## src/rtl/fetch_sequencer.sv

```systemverilog
// fetch_sequencer
//   Multi-cycle instruction-fetch controller. Owns the program counter, issues
//   one instruction-memory read at a time, captures the response and holds it
//   with its PC for decode. A redirect squashes any in-flight or held fetch and
//   restarts fetch at the (word-aligned) redirect target.
//
// Ports
//   clock            rising-edge clock
//   reset            synchronous reset, active-low (0 = reset)
//   mem_req_valid    fetch request valid (state REQ)
//   mem_req_ready    memory accepts request
//   mem_req_addr     fetch address (internal pc)
//   mem_rsp_valid    read data valid, one pulse per accepted request
//   mem_rsp_data     instruction word
//   insn_valid       instruction held for decode (state HOLD)
//   insn_ready       decode accepts instruction
//   insn_data        held instruction
//   insn_pc          address of held instruction
//   redirect_valid   squash and restart fetch at redirect_pc
//   redirect_pc      new fetch address
//   misalign         sticky: a redirect target had nonzero low bits
//   fetch_count      number of completed decode handshakes

module fetch_sequencer #(
  parameter logic [31:0] RESET_PC = 32'h0100_0000
) (
  input  logic        clock,
  input  logic        reset,
  output logic        mem_req_valid,
  input  logic        mem_req_ready,
  output logic [31:0] mem_req_addr,
  input  logic        mem_rsp_valid,
  input  logic [31:0] mem_rsp_data,
  output logic        insn_valid,
  input  logic        insn_ready,
  output logic [31:0] insn_data,
  output logic [31:0] insn_pc,
  input  logic        redirect_valid,
  input  logic [31:0] redirect_pc,
  output logic        misalign,
  output logic [31:0] fetch_count
);

  typedef enum logic [1:0] {
    S_RST  = 2'd0,
    S_REQ  = 2'd1,
    S_WAIT = 2'd2,
    S_HOLD = 2'd3
  } state_t;

  state_t      r_state;
  logic [31:0] r_pc;
  logic        r_drop;        // outstanding request is stale; discard its response
  logic        r_misalign;
  logic [31:0] r_fetch_count;
  logic [31:0] r_insn_data;
  logic [31:0] r_insn_pc;

  state_t      w_next_state;
  logic [31:0] w_next_pc;
  logic        w_next_drop;
  logic        w_next_misalign;
  logic [31:0] w_next_fetch_count;
  logic [31:0] w_next_insn_data;
  logic [31:0] w_next_insn_pc;
  logic [31:0] w_redirect_target;

  assign w_redirect_target = {redirect_pc[31:2], 2'b00};

  // NOTE: every signal written here gets a default first, so no path through
  // the case statement can leave one unassigned and infer a latch.
  always_comb begin
    w_next_state       = r_state;
    w_next_pc          = r_pc;
    w_next_drop        = r_drop;
    w_next_misalign    = r_misalign;
    w_next_fetch_count = r_fetch_count;
    w_next_insn_data   = r_insn_data;
    w_next_insn_pc     = r_insn_pc;

    if (r_state != S_RST && redirect_valid) begin
      w_next_pc = w_redirect_target;
      if (redirect_pc[1:0] != 2'b00) w_next_misalign = 1'b1;
    end

    unique case (r_state)
      S_RST: w_next_state = S_REQ;

      S_REQ: begin
        if (mem_req_ready) begin
          // An accepted request that coincides with a redirect is already stale.
          w_next_state = S_WAIT;
          w_next_drop  = redirect_valid;
        end
      end

      S_WAIT: begin
        if (mem_rsp_valid) begin
          if (redirect_valid || r_drop) begin
            w_next_state = S_REQ;
            w_next_drop  = 1'b0;
          end else begin
            w_next_state     = S_HOLD;
            w_next_insn_data = mem_rsp_data;
            w_next_insn_pc   = r_pc;
            w_next_pc        = r_pc + 32'd4;
          end
        end else if (redirect_valid) begin
          w_next_drop = 1'b1;
        end
      end

      S_HOLD: begin
        // A redirect squashes the held instruction; a same-cycle insn_ready
        // is not a completed handshake.
        if (redirect_valid) begin
          w_next_state = S_REQ;
        end else if (insn_ready) begin
          w_next_state       = S_REQ;
          w_next_fetch_count = r_fetch_count + 32'd1;
        end
      end

      default: w_next_state = S_RST;
    endcase
  end

  // NOTE: sequential state uses non-blocking assignments so every register
  // samples the pre-edge values computed above, independent of statement order.
  always_ff @(posedge clock) begin
    if (!reset) begin
      r_state       <= S_RST;
      r_pc          <= RESET_PC;
      r_drop        <= 1'b0;
      r_misalign    <= 1'b0;
      r_fetch_count <= 32'd0;
      r_insn_data   <= 32'd0;
      r_insn_pc     <= 32'd0;
    end else begin
      r_state       <= w_next_state;
      r_pc          <= w_next_pc;
      r_drop        <= w_next_drop;
      r_misalign    <= w_next_misalign;
      r_fetch_count <= w_next_fetch_count;
      r_insn_data   <= w_next_insn_data;
      r_insn_pc     <= w_next_insn_pc;
    end
  end

  // Handshake outputs decode registered state only.
  assign mem_req_valid = (r_state == S_REQ);
  assign insn_valid    = (r_state == S_HOLD);
  assign mem_req_addr  = r_pc;
  assign insn_data     = r_insn_data;
  assign insn_pc       = r_insn_pc;
  assign misalign      = r_misalign;
  assign fetch_count   = r_fetch_count;

endmodule

```

## config.mk

```make
export PLATFORM = sky130hd
export DESIGN_NAME = fetch_sequencer
export DESIGN_NICKNAME = d
export VERILOG_FILES = /design/src/rtl/fetch_sequencer.sv
export SDC_FILE = /design/constraint.sdc
export NUM_CORES = 1
export LEC_CHECK = 0
export BUFFER_PORTS_ARGS = -buffer_cell sky130_fd_sc_hd__clkbuf_2
export CORE_AREA = 8 8 155 84
export CTS_CLUSTER_DIAMETER = 30
export DETAILED_ROUTE_END_ITERATION = 10
export DIE_AREA = 0 0 163 92
export PLACE_DENSITY = 0.85
export RECOVER_POWER = 100
export SYNTH_ARGS = -nofsm -noshare
export SYNTH_HDL_FRONTEND = slang
export SYNTH_SLANG_ARGS = --single-unit
```

## constraint.sdc

```tcl
create_clock -name clock -period 4.9 [get_ports clock]
set_input_delay 0.735 -clock clock [delete_from_list [all_inputs] [get_ports clock]]
set_output_delay 0.735 -clock clock [all_outputs]
set_load 0.1 [all_outputs]
```

==> summary.md <==
| Metric | Value |
|---|---|
| Outcome | finished, violations left |
| Failing checks | capacitance limit, slew limit |
| Resized cells post-CTS | 0 |
| DP HPWL | 12500 µm |
| Sequential fraction of the synthesis area | 46.0% |
| Synth Register Bits | 132 |
| Yosys warnings | 0 |
| Initial antenna violation count | 0 |
| Per-cell routed wire length | 17.5 µm |
| Setup violations, final | 0 |
| Avg Cell Area, Syn | 8.05 µm² |
| Count of pins over their slew limit | 128 |
| Async set-reset flop share out of synthesis | 0% |
| Peak VDD IR | 323 µV |
| H-tree depth | 4 |
| Layout cell share with drive strength beyond 1 | 12.3% |
| Grt ovf | 0 |
| Crit path DAT | 3.77 ns |
| Max Buffers Root-to-Sink | 2 |
| Ant diodes | 0 |
| Share of the synthesized area in the top cell type | 46.0% |
| Worst Max-Slew Pin Slew | 1.81 ns |
| Clock Latency Late Sink | 0.40 ns |
| Relative slew margins | -20.7% |
| CTS tree | done |
| Fmax | 287 MHz |
| Critical path class | primary input to flop |
| Final Skew | 0.00812 ns |
| Clk slew on worst S/H paths | 0.06 ns |
| Routed vias | 5926 |
| I/O Pins | 201 |
| Register area | 2640 µm² |
| Cell Rows | 27 |
| Post-Synthesis Net Count | 791 |
| Routed Antenna Nets | 0 |
| Placed Cells | 1019 |
| Initial drt markers | 527 |
| Initial DRT Pass Iterations | 5 |
| Distinct cell type count after synthesis | 54 |
| Final period util | 71.1% |
| Drt total wl | 18400 µm |
| Die area | 15000 µm² |
| Clock Sinks | 132 |
| GRT Util Overall | 23.5% |
| Finished Layout Cells | 1051 |
| Pleak | 2.63 nW |
| Largest net degree at the start of global routing | 87 |
| Most frequent cell after synthesis | nand2_1 |
| CP Launch Type | primary input |
| Dpl cell area | 6810 µm² |
| Largest area contributor in the netlist | dfxtp_1 |
| Hold-fix buffers, CTS | 0 |
| Max Cap Viol | 3 |
| Cells after Synth | 714 |
| Crit-path max FO | 86 |
| Die Ht | 92 µm |
| Unrepaired setup endpoints after global routing | false |
| Cell area after synthesis | 5750 µm² |
| Worst setup EP type | flop |
| Setup Buffers After CTS | 0 |
| Most frequent cells after synthesis | 170 x nand2_1, 132 x dfxtp_1, 85 x a21oi_1 |
| Worst EP required | 5.18 ns |
| Post-route minimum period | 3.48 ns |
| Top post-synthesis cells by area | dfxtp_1 46%, nand2_1 11%, a21oi_1 7.4%, xor2_1 3.7%, nor2_1 2.9% |
| Nets | 970 |
| Finished Cell Area | 7280 µm² |
| Routed vias/inst | 5.64 |
| Global-route wire length before repair | 28900 µm |
| DIE WIDTH | 163 µm |
| Area occupied by multi-input gates | 2880 µm² |
| EDFF count, synth | 0 |
| Area grow syn2layout | 26.6% |
| PwrDens | 411 nW/µm² |
| Port Buffer Count | 200 |
| Post-synth top flop | dfxtp_1 |
| Vias in the first global route | 5597 |
| Cts bufs inserted | 17 |
| Initial Utilization | 53.5% |
| Drc violations | 0 |
| Final Hold Viols | 0 |
| Clock root buffer master | clkbuf_16 |
| Core ar. | 10700 µm² |
| GPL Wtd Cong | 0.843 |
| Hold crit path type | flop to flop |
| Setup_tns | 0 ns |
| Fill count | 1000 |
worst paths after layout:
kind	from	to	slack, ns	cells after the start
setup / recovery	reset	mem_req_addr[3]	1.42	4
hold / removal	misalign	misalign	0.45	2
setup reg to reg	r_state[0]	fetch_count[28]	1.53	6
hold reg to reg	misalign	misalign	0.45	2
cell usage in the layout, fill, tap and decap left out, drive strengths merged, types with 5 or more instances in the layout:
cell and n:
a31oi 9, nor4 11, nand4 24, o22ai 5, ha 7, dfxtp 132, o21ai 14, and3 19
nor3 9, a21oi 85, bufinv 6, nand2 170, and4 6, inv 12, nor2 45, nand3 33
xnor2 13, clkbuf 220, xor2 24
report_power, final:
part	leakage [nW]	internal [mW]	total, mW	switching, mW
Sequential	1.07	1.10	1.15	0.0449
Combinational	1.23	0.0753	0.368	0.293
Clock	0.328	0.976	1.48	0.501
Total	2.63	2.15	2.99	0.838
kinds of logic after synthesis:
group / count (synthesis) / synth area share (%)
and+or+nand+nor: 341 / 28.6
AOI/OAI and AO/OA: 141 / 14.1
DFF: 132 / 46.0
buffers and inverters: 53 / 3.61
xor gates and xnor gates: 37 / 5.64
adders and majority gates: 7 / 1.52
muxes: 3 / 0.566
layer usage:
| metal | GRT usage (%) | vias to the layer above | share of wire [%] |
|---|---|---|---|
| li1 | - | 2841 | - |
| met1 | 30.9 | 2764 | 44 |
| met4 | 8.19 | 0 | 1.3 |
| met5 | 0 | - | 0 |
| met3 | 8.34 | 23 | 11 |
| met2 | 35.1 | 298 | 44 |
through the flow:
stage	hold slack, ns	setup WS, ns	power (mW)	util, %
3_3_place_gp	0.437	2.10	1.54	63.4
5_1_grt	0.467	1.20	3.08	67.7
2_1_floorplan	0.478	2.21	1.45	-
6_report	0.452	1.42	2.99	67.7
3_5_place_dp	0.446	2.03	1.54	63.4
4_1_cts	0.454	2.28	3.01	69.8
critical path: stages:
cell      delay [ns]
clkbuf_1        0.70
clkinv_2        0.67
clkbuf_2        1.06
a311oi_1        0.53
sequential cells by signal, summed over array words and instances (netlist names):
| name | flops |
|---|---|
| fetch_count | 32 |
| r_drop | 1 |
| insn_pc | 32 |
| misalign | 1 |
| insn_data | 32 |
| mem_req_addr | 32 |
| r_state | 2 |
final cells by class:
cell class	count	share of cell area, %
Tap cell	145	2.49
Multi-Input combinational cell	529	39.5
Sequential cell	132	36.3
Clock buffer	18	6.04
Clock inverter	14	3.40
Inverter	10	0.533
Timing Repair Buffer	203	11.7
(Power assumes the default switching activity.)
